### src/rtl/pll_lock_rst_gen_pkg.sv
`default_nettype none
// ============================================================================
// Module      : pll_lock_rst_gen_pkg
// Description : Shared types and constants for the PLL lock reset sequencer.
// Revision    : 1.0 - initial release
// ============================================================================
package pll_lock_rst_gen_pkg;

   typedef enum logic [1:0] {
      ST_HOLD = 2'b00,
      ST_QUAL = 2'b01,
      ST_RUN  = 2'b10,
      ST_SOFT = 2'b11
   } state_t;

   localparam int c_LOSS_CNT_W = 8;
   localparam int c_CNT_W      = 16;

   function automatic logic [c_LOSS_CNT_W-1:0] sat_inc(input logic [c_LOSS_CNT_W-1:0] v);
      return (&v) ? v : v + 1'b1;
   endfunction

endpackage
`default_nettype wire

### src/rtl/pll_lock_rst_gen_lock_sync.sv
`default_nettype none
// ============================================================================
// Module      : lock_sync
// Description : STAGES-deep single-bit synchronizer with async active-low clear.
// Revision    : 1.0 - initial release
// ============================================================================
module lock_sync #(
   parameter int STAGES = 2
) (
   input  logic clk,
   input  logic rst_n,
   input  logic d,
   output logic q
);

   logic [STAGES-1:0] r_sync;

   always_ff @(posedge clk or negedge rst_n) begin
      if (!rst_n) begin
         r_sync <= '0;
      end else begin
         r_sync <= {r_sync[STAGES-2:0], d};
      end
   end

   assign q = r_sync[STAGES-1];

endmodule
`default_nettype wire

### src/rtl/pll_lock_rst_gen.sv
`default_nettype none
// ============================================================================
// Module      : pll_lock_rst_gen
// Description : Qualifies PLL lock and sequences the GL0 system reset.
// Revision    : 1.0 - initial release
// ============================================================================
module pll_lock_rst_gen
   import pll_lock_rst_gen_pkg::*;
#(
   parameter int LOCK_STABLE_CYC = 1024,
   parameter int SOFT_RST_CYC    = 16,
   parameter int SYNC_STAGES     = 2
) (
   input  logic                    clk,
   input  logic                    rst_n,
   input  logic                    pll_lock,
   input  logic                    soft_rst_req,
   input  logic                    clr_diag,
   output logic                    sys_rst_n,
   output logic                    lock_ok,
   output logic                    loss_sticky,
   output logic [c_LOSS_CNT_W-1:0] loss_cnt
);

   localparam logic [c_CNT_W-1:0] c_QUAL_LAST = c_CNT_W'(LOCK_STABLE_CYC - 1);
   localparam logic [c_CNT_W-1:0] c_SOFT_LAST = c_CNT_W'(SOFT_RST_CYC - 1);

   state_t             r_state;
   logic [c_CNT_W-1:0] r_cnt;
   logic               w_lock_s;
   logic               w_loss;

   lock_sync #(
      .STAGES (SYNC_STAGES)
   ) u_lock_sync (
      .clk   (clk),
      .rst_n (rst_n),
      .d     (pll_lock),
      .q     (w_lock_s)
   );

   assign w_loss = (r_state == ST_RUN) && !w_lock_s;

   always_ff @(posedge clk or negedge rst_n) begin
      if (!rst_n) begin
         r_state     <= ST_HOLD;
         r_cnt       <= '0;
         sys_rst_n   <= 1'b0;
         lock_ok     <= 1'b0;
         loss_sticky <= 1'b0;
         loss_cnt    <= '0;
      end else begin
         case (r_state)
            ST_HOLD: begin
               r_cnt     <= '0;
               sys_rst_n <= 1'b0;
               lock_ok   <= 1'b0;
               if (w_lock_s) r_state <= ST_QUAL;
            end
            ST_QUAL: begin
               if (!w_lock_s) begin
                  r_state <= ST_HOLD;
                  r_cnt   <= '0;
               end else if (r_cnt == c_QUAL_LAST) begin
                  r_state   <= ST_RUN;
                  r_cnt     <= '0;
                  sys_rst_n <= 1'b1;
                  lock_ok   <= 1'b1;
               end else begin
                  r_cnt <= r_cnt + 1'b1;
               end
            end
            ST_RUN: begin
               // Lock loss takes priority over a coincident soft request.
               if (!w_lock_s) begin
                  r_state   <= ST_HOLD;
                  sys_rst_n <= 1'b0;
                  lock_ok   <= 1'b0;
               end else if (soft_rst_req) begin
                  r_state   <= ST_SOFT;
                  r_cnt     <= '0;
                  sys_rst_n <= 1'b0;
                  lock_ok   <= 1'b0;
               end
            end
            ST_SOFT: begin
               if (!w_lock_s) begin
                  r_state <= ST_HOLD;
                  r_cnt   <= '0;
               end else if (r_cnt == c_SOFT_LAST) begin
                  r_state <= ST_QUAL;
                  r_cnt   <= '0;
               end else begin
                  r_cnt <= r_cnt + 1'b1;
               end
            end
            default: begin
               r_state   <= ST_HOLD;
               r_cnt     <= '0;
               sys_rst_n <= 1'b0;
               lock_ok   <= 1'b0;
            end
         endcase

         // A loss in the same cycle as a clear wins: counts as first event.
         if (w_loss) begin
            loss_sticky <= 1'b1;
            loss_cnt    <= clr_diag ? c_LOSS_CNT_W'(1) : sat_inc(loss_cnt);
         end else if (clr_diag) begin
            loss_sticky <= 1'b0;
            loss_cnt    <= '0;
         end
      end
   end

endmodule
`default_nettype wire

### config.mk
export PLATFORM = sky130hd
export DESIGN_NAME = pll_lock_rst_gen
export DESIGN_NICKNAME = d
export VERILOG_FILES = /design/src/rtl/pll_lock_rst_gen_pkg.sv /design/src/rtl/pll_lock_rst_gen_lock_sync.sv /design/src/rtl/pll_lock_rst_gen.sv
export SDC_FILE = /design/constraint.sdc
export NUM_CORES = 1
export LEC_CHECK = 0
export CAP_MARGIN = 20
export CORE_UTILIZATION = 60
export DETAILED_ROUTE_END_ITERATION = 10
export DONT_BUFFER_PORTS = 1
export HOLD_SLACK_MARGIN = 0.02
export PLACE_DENSITY_LB_ADDON = 0.25
export SYNTH_ARGS = -nofsm -noshare
export SYNTH_HDL_FRONTEND = slang
export SYNTH_HIERARCHICAL = 1
export SYNTH_SLANG_ARGS = --single-unit
### constraint.sdc
create_clock -name clk -period 2.67 [get_ports clk]
set_input_delay 0.6675 -clock clk [delete_from_list [all_inputs] [get_ports clk]]
set_output_delay 0.6675 -clock clk [all_outputs]
set_load 0.01 [all_outputs]
=== After elaboration in Yosys (flattened, before gate mapping) ===
Cells that the tools add are included.

* Register bits: 30
* Bits of input ports: 5
* Logic and storage cells: 58

* Add/subtract/negate cells: 2
* Equal/unequal tests: 14
* Muxes and demuxes: 26
* Reduce and logical (&&, ||, !) cells: 10

{| class="wikitable"
|+ Operators by type and width
! cell !! number
|-
| 16-bit two-way mux || 6
|-
| 16-bit case mux with 4 select lines || 1
|-
| 8-bit two-way mux || 4
|-
| 16-bit by 1-bit adder with 16-bit output (second input constant) || 1
|-
| 16-bit by 10-bit == test with 1-bit output (second input constant) || 1
|-
| 16-bit by 4-bit == test with 1-bit output (second input constant) || 1
|-
| 2-bit two-way mux || 7
|-
| 3-bit != test (second input constant) || 3
|-
| 8-bit by 1-bit adder with 8-bit output (second input constant) || 1
|-
| 2-bit case mux with 4 select lines || 1
|-
| 4-bit AND reduction || 2
|-
| 8-bit AND reduction || 1
|-
| 1-bit two-way mux || 6
|-
| 2-bit by 1-bit != test with 1-bit output (second input constant) || 3
|-
| 2-bit != test (second input constant) || 3
|-
| 2-bit == test (second input constant) || 2
|-
| 2-bit AND reduction || 2
|-
| 1-bit case mux with 3 select lines || 1
|-
| 3-bit nonzero test || 1
|-
| 2-bit by 1-bit == test with 1-bit output (second input constant) || 1
|-
| 2-bit zero test || 1
|-
| 2-bit nonzero test || 1
|-
| 1-bit logical AND || 1
|-
| 1-bit zero test || 1
|}

=== Logic depth before layout (Yosys ltp) ===
Gate-level depths: netlist (run 1).

* Word-level depth: 4
* Depth in mapped cells: 8
* Depth with buffers taken out: 7

=== Hierarchy ===
Netlist (run 1), hierarchy kept.

{| class="wikitable"
|+ By module, submodules not included
! module !! instances !! cells an instance !! area an instance (µm²) !! seq. area each (µm²)
|-
| pll_lock_rst_gen || 1 || 160 || 1514.0 || 700.7
|-
| lock_sync || 1 || 2 || 50.0 || 50.0
|}

=== Worst setup path before layout (run 1) ===
No wires, ideal clock.

* Path type: flip-flop to flip-flop
* Start point: reg r_cnt[10]
* End point: reg r_cnt[2]
* Library setup time: 0.118 ns
* Data arrival time: 1.759 ns
* Data required time: 2.552 ns
* Slack: 0.793 ns
* Cell stages (with the launch flop): 8
* Path buffers: 1
* Cell sequence: dfrtp_1 -> or4_4 -> nor3_2 -> nand3_2 -> a21oi_2 -> buf_6 -> o21ai_1 -> a21o_1

* Longest elaborated chain between the ends: 4

{| class="wikitable"
|+ Ends and longest elaborated chain
! element !! line !! source
|-
| start, declared || pll_lock_rst_gen.sv:29 || <nowiki>logic [c_CNT_W-1:0] r_cnt;</nowiki>
|-
| start signal, assigned || pll_lock_rst_gen.sv:70 || <nowiki>r_cnt <= r_cnt + 1'b1;</nowiki>
|-
| start signal, assigned || pll_lock_rst_gen.sv:94 || <nowiki>r_cnt <= r_cnt + 1'b1;</nowiki>
|-
| 16-bit by 4-bit == test with 1-bit output or 16-bit by 10-bit == test with 1-bit output (tied branches) || pll_lock_rst_gen.sv:90, pll_lock_rst_gen.sv:64 ||
|-
| 16-bit two-way mux (on tied branches) || pll_lock_rst_gen.sv:90, pll_lock_rst_gen.sv:64 ||
|-
| 16-bit two-way mux (on tied branches) || pll_lock_rst_gen.sv:87, pll_lock_rst_gen.sv:61 ||
|-
| 16-bit case mux with 4 select lines * || pll_lock_rst_gen.sv:53 || <nowiki>case (r_state)</nowiki>
|}

Mark *: on every way between the ends. The rest lies on a longest branch, timed or not.
A chain may end at the register's enable or synchronous reset.

=== Worst setup path in the final report (run 1) ===
* Start point: reg r_cnt[0]
* End point: reg r_cnt[6]

* Longest elaborated chain between the ends: 4

{| class="wikitable"
|+ Ends and longest elaborated chain
! element !! line
|-
| 16-bit by 1-bit adder with 16-bit output, or another cell as far along || pll_lock_rst_gen.sv:70, pll_lock_rst_gen.sv:94
|-
| 16-bit two-way mux (on tied branches) || pll_lock_rst_gen.sv:90, pll_lock_rst_gen.sv:64
|-
| 16-bit two-way mux (on tied branches) || pll_lock_rst_gen.sv:87, pll_lock_rst_gen.sv:61
|-
| 16-bit case mux with 4 select lines * || pll_lock_rst_gen.sv:53
|}

Marked as above.

==> results of run 1 <==
[logic make-up (layout without fill, tap and decap cells)]
group / Yosys count / after routing / synth area share
mux: 1 / 1 / 0.00640
buf+inv: 13 / 20 / 0.0456
fa+ha+maj: 2 / 2 / 0.0160
simple gates: 68 / 68 / 0.243
compound gates: 40 / 40 / 0.164
xor+xnor: 8 / 8 / 0.0448
flops: 30 / 30 / 0.480
[power by group through the flow]
stage / combinational, mW / clock (mW) / sequential [mW]
final: 0.0468 / 0.239 / 0.485
after floorplan: 0.0336 / 0 / 0.488
after CTS: 0.0445 / 0.248 / 0.484
after global placement: 0.0296 / 0 / 0.490
after global routing: 0.0566 / 0.270 / 0.488
after detailed placement: 0.0334 / 0 / 0.493
[cells in the mapped netlist (all sizes together)]
library cell | instances | area [sq um]
a211oi | 1 | 7.51
a21boi | 1 | 7.51
a21o | 3 | 23.8
a21oi | 9 | 48.8
a22o | 4 | 35.0
a31oi | 2 | 12.5
a41oi | 1 | 8.76
and3 | 3 | 18.8
and4 | 2 | 17.5
buf | 4 | 37.5
clkbuf | 2 | 7.51
dfrtp | 30 | 751
ha | 2 | 25.0
inv | 7 | 26.3
mux2i | 1 | 10.0
nand2 | 15 | 56.3
nand3 | 10 | 60.1
nand3b | 2 | 15.0
nand4 | 3 | 18.8
nand4b | 1 | 8.76
nor2 | 13 | 51.3
nor3 | 9 | 60.1
nor3b | 1 | 7.51
nor4 | 2 | 12.5
o211a | 1 | 10.0
o211ai | 1 | 7.51
o21ai | 14 | 73.8
o22ai | 2 | 12.5
o2bb2ai | 1 | 8.76
or2 | 1 | 6.26
or2b | 1 | 8.76
or3 | 4 | 27.5
or4 | 1 | 11.3
xnor2 | 4 | 35.0
xor2 | 4 | 35.0
[layer usage]
layer	vias to the layer above	wire length, um	global-route usage
met5	-	0	0
met4	0	55	0.105
met3	7	187	0.0891
met2	36	1510	0.441
met1	610	1320	0.315
li1	598	-	-
[registers in the layout, summed over array words and instances (netlist names)]
signal	cells
loss_cnt	8
r_state	2
lock_ok	1
u_lock_sync/r_sync	2
r_cnt	16
loss_sticky	1
[worst paths after layout]
| check | start | to | slack [ps] | cells past startpoint |
|---|---|---|---|---|
| min in group asynchronous | rst_n | loss_cnt[0]$_DFFE_PN0P_ | 540 | 1 |
| min | pll_lock | u_lock_sync/r_sync[0]$_DFF_PN0_ | 360 | 0 |
| max in group asynchronous | rst_n | r_cnt[12]$_DFFE_PN0P_ | 1400 | 1 |
| max | r_cnt[0]$_DFFE_PN0P_ | r_cnt[6]$_DFFE_PN0P_ | 330 | 7 |
| min reg2reg | u_lock_sync/r_sync[0]$_DFF_PN0_ | u_lock_sync/r_sync[1]$_DFF_PN0_ | 370 | 0 |
| max reg2reg | r_cnt[0]$_DFFE_PN0P_ | r_cnt[6]$_DFFE_PN0P_ | 330 | 7 |
[stage by stage]
stage / worst slack (ps) / util / power [mW] / std cells / hold WS (ps)
global route: 90.2 / 0.671 / 0.814 / 199 / 335
global placement: 483 / 0.631 / 0.520 / 187 / 332
CTS: 352 / 0.667 / 0.776 / 198 / 20.0
floorplan: 793 / - / 0.522 / 162 / 331
finish: 328 / 0.671 / 0.770 / 199 / 362
detailed placement: 359 / 0.631 / 0.526 / 187 / 343
[final cells by class]
| cell class | count | area, sq um | area share |
|---|---|---|---|
| Timing Repair Buffer | 6 | 57.6 | 0.0346 |
| Sequential cell | 30 | 751 | 0.452 |
| Clock inverter | 2 | 10.0 | 0.00602 |
| Inverter | 7 | 26.3 | 0.0158 |
| Tap cell | 30 | 37.5 | 0.0226 |
| Multi-Input combinational cell | 119 | 742 | 0.447 |
| Clock buffer | 5 | 37.5 | 0.0226 |
[worst max-delay path: stages, from the launching register on]
cell and delay (ps):
sky130_fd_sc_hd__dfrtp_1 420, sky130_fd_sc_hd__ha_1 240, sky130_fd_sc_hd__nand3_2 210, sky130_fd_sc_hd__nor3_2 400, sky130_fd_sc_hd__a211oi_1 160, sky130_fd_sc_hd__a21oi_2 440
sky130_fd_sc_hd__o21ai_0 170, sky130_fd_sc_hd__a22o_1 190
[timing repair]
action,CTS,global route
hold buffers,4,1
endpoints found under the hold margin,15,8
resized for setup,0,0
==> qor.csv, run 1 <==
stage,metric,value,unit
synthesis,sequential-to-total area share from yosys stat,0.480,
final_layout,share of layout cells above drive strength 1,0.130,
die,Die Wd,53.1,um
clock_tree,H-Tree Depth,2,
power_and_ir_drop,power share of the combinational group,0.061,
power_and_ir_drop,power per unit of standard cell area,464,nW/um^2
final_layout,layout overhead on the synthesized area,6.24,%
grt,first-pass GRT wire length,5190,um
synthesis,post-synthesis area per instance,9.65,sq um
setup_path,crit path DAT,2560,ps
final_layout,Filler cells,192,
placed_design,post-place instance area,1560,sq um
grt,initial antenna violation count,0,
grt,maximum number of pins on one net before global-route repair,16,
die,overall die height,53.1,um
die,Die ar.,2810,sq um
route,via count,1251,
die,count of standard-cell rows,18,
setup_path,peak fanout along the critical path,14,
setup_path,Worst Path Required,2890,ps
synthesis,synthesized netlist net count,169,
clock_tree,Max clock buf depth,2,
route,Initial DRT Pass Iterations,4,
route,total wire length after detailed routing,3070,um
die,total core area,2480,sq um
power_and_ir_drop,Net Sw Frac,0.245,
setup_path,"Worst Path Class, Setup",register to register,
clock_tree,Inserted Clock Buffers,5,
route,post-route ant nets,0,
final_layout,antenna diode count,0,
clock_tree,TritonCTS sink count,30,
route,DR iter-0 viols,31,
die,number of top-level pins,16,
timing,Max Clock Freq,427,MHz
route,vias per inst,6.29,
power_and_ir_drop,Clk pwr share,0.310,
grt,aggregate global routing overflow,0,
timing,min Tclk post-route,2340,ps
setup_path,Worst setup EP type,register,
timing,post-route clock period utilization,0.877,
run,Max-Cap Viols,0,
clock_tree,Skew-Pair Late Insertion Delay,320,ps
synthesis,number of synthesized register bits,30,
power_and_ir_drop,Int Power,0.582,mW
timing,final number of setup-violating endpoints,0,
grt,Total Routing Usage GR,0.266,
clock_tree,clock-pin slew on the worst setup and hold paths,90,ps
synthesis,number of cells produced by synthesis,162,
final_layout,nets,176,
outcome,result of the run,finished clean,
timing,setup repair after global routing missed its margin,false,
grt,via count of the first global-routing pass,1184,
timing,total count of max-transition violations in the final report,0,
placed_design,routability cong.,0.844,
clock_tree,post-CTS repair timing setup buffer count,0,
timing,Slew Limit Headroom,0.533,
setup_path,launching element type of the critical path,register,
power_and_ir_drop,Flop pwr share,0.630,
route,drt drc,0,
clock_tree,CTS tree,built,
power_and_ir_drop,switching pwr,0.188,mW
timing,count of final hold-check violations,0,
timing,Tightest Pin Transition,699,ps
placed_design,Port Buffer Count,0,
final_layout,"commonest cells after routing, fill and taps aside","sky130_fd_sc_hd__dfrtp_1, sky130_fd_sc_hd__nand2_1, sky130_fd_sc_hd__nor2_1, sky130_fd_sc_hd__o21ai_0",
power_and_ir_drop,Leakage,0.698,nW
power_and_ir_drop,worst voltage drop across the vdd grid,0.000422,V
worst_hold_path,worst min-delay path category,input port to register,
final_layout,fin area,1660,sq um
route,wire per inst,15.4,um
final_layout,"most common cell after layout, fill and taps aside",sky130_fd_sc_hd__dfrtp_1,
synthesis,"Warnings, synthesis",6,
clock_tree,clock root cell,sky130_fd_sc_hd__clkbuf_4,
synthesis,post-synthesis instance area,1560,sq um
timing,Final TNS setup,0,ps
die,initial core utilization,0.631,
synthesis,post-synthesis cell type count,44,
placed_design,Post-DP HPWL,2070,um
timing,clock skew after layout,8.69,ps
Note: power is estimated with default switching activity, not from simulation.
==> run 2, diff against run 1 <==
--- a/config.mk
+++ b/config.mk
@@ -5,6 +5,7 @@
 export SDC_FILE = /design/constraint.sdc
 export NUM_CORES = 1
 export LEC_CHECK = 0
+export ABC_AREA = 1
 export CAP_MARGIN = 20
 export CORE_UTILIZATION = 60
 export DETAILED_ROUTE_END_ITERATION = 10
==> run 2 against run 1 <==
  * Sequential share of layout area is 7.8 points lower
  * Critical path type unchanged
  * Synthesized area increased by 21%
  * Critical endpoint is now loss_cnt[3]$_DFFE_PN0P_
  * Die area grew 20%
  * Global-route usage fell by 0.66 points
  * Largest power group unchanged
  * Design area is 21% higher
  * Core utilization shrank 0.79 points
  * Clock skew rose by 1.5 ps
  * Clock-buffer cell count up 2
  * Hold slack lost 240 ps
==> qor.csv, run 2 <==
stage,metric,value,unit
placed_design,Post-DP HPWL,2810,um
timing,post-route clock period utilization,0.582,
power_and_ir_drop,Leakage,1.06,nW
setup_path,peak fanout along the critical path,7,
final_layout,register ranked first by flip-flop count,r_cnt,
timing,Tightest Pin Transition,443,ps
clock_tree,Inserted Clock Buffers,5,
synthesis,ys flop type,sky130_fd_sc_hd__dfrtp_1,
final_layout,nets,274,
die,total core area,3030,sq um
final_layout,Largest regs,"r_cnt: 16 flops, loss_cnt: 8 flops",
synthesis,number of cells produced by synthesis,261,
timing,count of final hold-check violations,0,
final_layout,"commonest cells after routing, fill and taps aside","sky130_fd_sc_hd__nand2_1, sky130_fd_sc_hd__inv_1, sky130_fd_sc_hd__dfrtp_1",
clock_tree,clock-pin slew on the worst setup and hold paths,100,ps
setup_path,Worst setup EP type,register,
synthesis,leading cell type by number of instances after synthesis,sky130_fd_sc_hd__nand2_1,
outcome,result of the run,finished clean,
grt,first-pass GRT wire length,6500,um
synthesis,leading cell types by total area after synthesis,"sky130_fd_sc_hd__dfrtp_1, sky130_fd_sc_hd__nand2_1, sky130_fd_sc_hd__inv_1",
clock_tree,clock root cell,sky130_fd_sc_hd__clkbuf_4,
synthesis,commonest cells in the synthesized netlist,"sky130_fd_sc_hd__nand2_1, sky130_fd_sc_hd__inv_1, sky130_fd_sc_hd__dfrtp_1",
route,Initial DRT Pass Iterations,5,
final_layout,share of layout cells above drive strength 1,0.160,
clock_tree,TritonCTS sink count,30,
power_and_ir_drop,power per unit of standard cell area,545,nW/um^2
timing,min Tclk post-route,1550,ps
clock_tree,Skew-Pair Late Insertion Delay,350,ps
final_layout,"most common cell after layout, fill and taps aside",sky130_fd_sc_hd__nand2_1,
setup_path,"Worst Path Class, Setup",register to register,
timing,Max Clock Freq,644,MHz
synthesis,cell taking the most area after synthesis,sky130_fd_sc_hd__dfrtp_1,
timing,Final TNS setup,0,ps
die,Die Wd,58.1,um
die,Die ar.,3380,sq um
final_layout,Filler cells,276,
synthesis,proportion of netlist area held by the largest area contributor,0.397,
timing,Slew Limit Headroom,0.704,
final_layout,fin area,2010,sq um
route,drt drc,0,
timing,total count of max-transition violations in the final report,0,
timing,clock skew after layout,10.2,ps
final_layout,combined flip-flop and latch cell area,751,sq um
power_and_ir_drop,worst voltage drop across the vdd grid,0.000389,V
grt,routing layer with the top usage in global route,met2,
route,total wire length after detailed routing,3810,um
grt,met2 global-route usage,0.404,
clock_tree,CTS tree,built,
route,DR iter-0 viols,96,
final_layout,layout overhead on the synthesized area,6.15,%
die,overall die height,58.1,um
route,wire per inst,12.2,um
grt,initial antenna violation count,0,
synthesis,sequential-to-total area share from yosys stat,0.397,
synthesis,"Warnings, synthesis",6,
setup_path,Worst Path Required,2910,ps
timing,final number of setup-violating endpoints,0,
final_layout,Largest register FFs,16,
grt,aggregate global routing overflow,0,
synthesis,post-synthesis area per instance,7.24,sq um
final_layout,antenna diode count,0,
clock_tree,post-CTS repair timing setup buffer count,0,
synthesis,number of synthesized register bits,30,
grt,Total Routing Usage GR,0.260,
placed_design,post-place instance area,1930,sq um
clock_tree,hold buffers post-CTS,1,
worst_hold_path,worst min-delay path category,input port to async pin,
placed_design,Port Buffer Count,0,
synthesis,number of enable flip-flop cells after synthesis,0,
run,Max-Cap Viols,0,
synthesis,ys async rst share,1.00,
clock_tree,H-Tree Depth,2,
route,post-route ant nets,0,
final_layout,area of combinational cells with multiple inputs,957,sq um
grt,maximum number of pins on one net before global-route repair,31,
setup_path,launching element type of the critical path,register,
synthesis,synthesized netlist net count,268,
grt,met3 Use GR,0.0558,
die,count of standard-cell rows,20,
synthesis,post-synthesis cell type count,32,
die,number of top-level pins,16,
clock_tree,CTS resizes,0,
timing,setup repair after global routing missed its margin,false,
placed_design,routability cong.,0.838,
clock_tree,Max clock buf depth,2,
route,via count,1607,
setup_path,crit path DAT,1790,ps
grt,via count of the first global-routing pass,1472,
die,initial core utilization,0.624,
grt,GR Layer Usage met1,0.341,
route,vias per inst,5.15,
synthesis,post-synthesis instance area,1890,sq um
## run 2: worst max-delay path, stage by stage, from the launching register on
cell,delay [ps]
sky130_fd_sc_hd__dfrtp_1,470
sky130_fd_sc_hd__ha_1,210
sky130_fd_sc_hd__nand2_1,70
sky130_fd_sc_hd__inv_1,160
sky130_fd_sc_hd__nand4_2,150
sky130_fd_sc_hd__nand2_2,180
sky130_fd_sc_hd__inv_2,80
sky130_fd_sc_hd__nand3_1,70
sky130_fd_sc_hd__nand2_1,50
## run 2: metrics by stage
stage / utilization / instances / setup slack, ps / hold WS [ps] / total power [mW]
global route: 0.663 / 312 / 934 / 131 / 1.17
finish: 0.663 / 312 / 1120 / 126 / 1.09
detailed placement: 0.636 / 303 / 1050 / 337 / 0.805
global placement: 0.636 / 303 / 1070 / 332 / 0.792
floorplan: - / 261 / 1290 / 331 / 0.757
CTS: 0.663 / 312 / 1100 / 137 / 1.10
## run 2: worst paths after layout
| kind | slack [ps] | depth (start not counted) | to | startpoint |
|---|---|---|---|---|
| max in group asynchronous | 2370 | 1 | r_state[1]$_DFFE_PN0P_ | rst_n |
| worst min-delay path | 130 | 1 | r_cnt[8]$_DFFE_PN0P_ | rst_n |
| worst max-delay path | 1120 | 8 | loss_cnt[3]$_DFFE_PN0P_ | loss_cnt[1]$_DFFE_PN0P_ |
| worst max register to register | 1120 | 8 | loss_cnt[3]$_DFFE_PN0P_ | loss_cnt[1]$_DFFE_PN0P_ |
| worst min register to register | 370 | 0 | u_lock_sync/r_sync[1]$_DFF_PN0_ | u_lock_sync/r_sync[0]$_DFF_PN0_ |
| min in group clk | 340 | 0 | u_lock_sync/r_sync[0]$_DFF_PN0_ | pll_lock |
## run 2: layout make-up
type                            instances  share of cell area
Multi-Input combinational cell        186               0.477
Sequential cell                        30               0.374
Inverter                               43              0.0817
Clock buffer                            7              0.0274
Tap cell                               44              0.0274
Timing Repair Buffer                    1             0.00998
Clock inverter                          1             0.00249
## run 2: layer usage
metal  routed length (um)  part of all wire
met2                 1790              0.47
met4                  101             0.027
met1                 1750              0.46
met5                    0                 0
met3                  174             0.046
## run 2: power by group
group / switching, mW / internal (mW)
clock: 0.160 / 0.127
sequential: 0.0485 / 0.495
combinational: 0.192 / 0.0721
## run 2: logic make-up after synthesis
kind of cell,Yosys count,share of synthesized area
XOR/XNOR,7,0.0324
AND/OR/NAND/NOR,158,0.402
flip-flops,30,0.397
adder cells (fa/ha/maj),2,0.0132
buffers and inverters,45,0.0966
AO/OA/AOI/OAI,19,0.0582
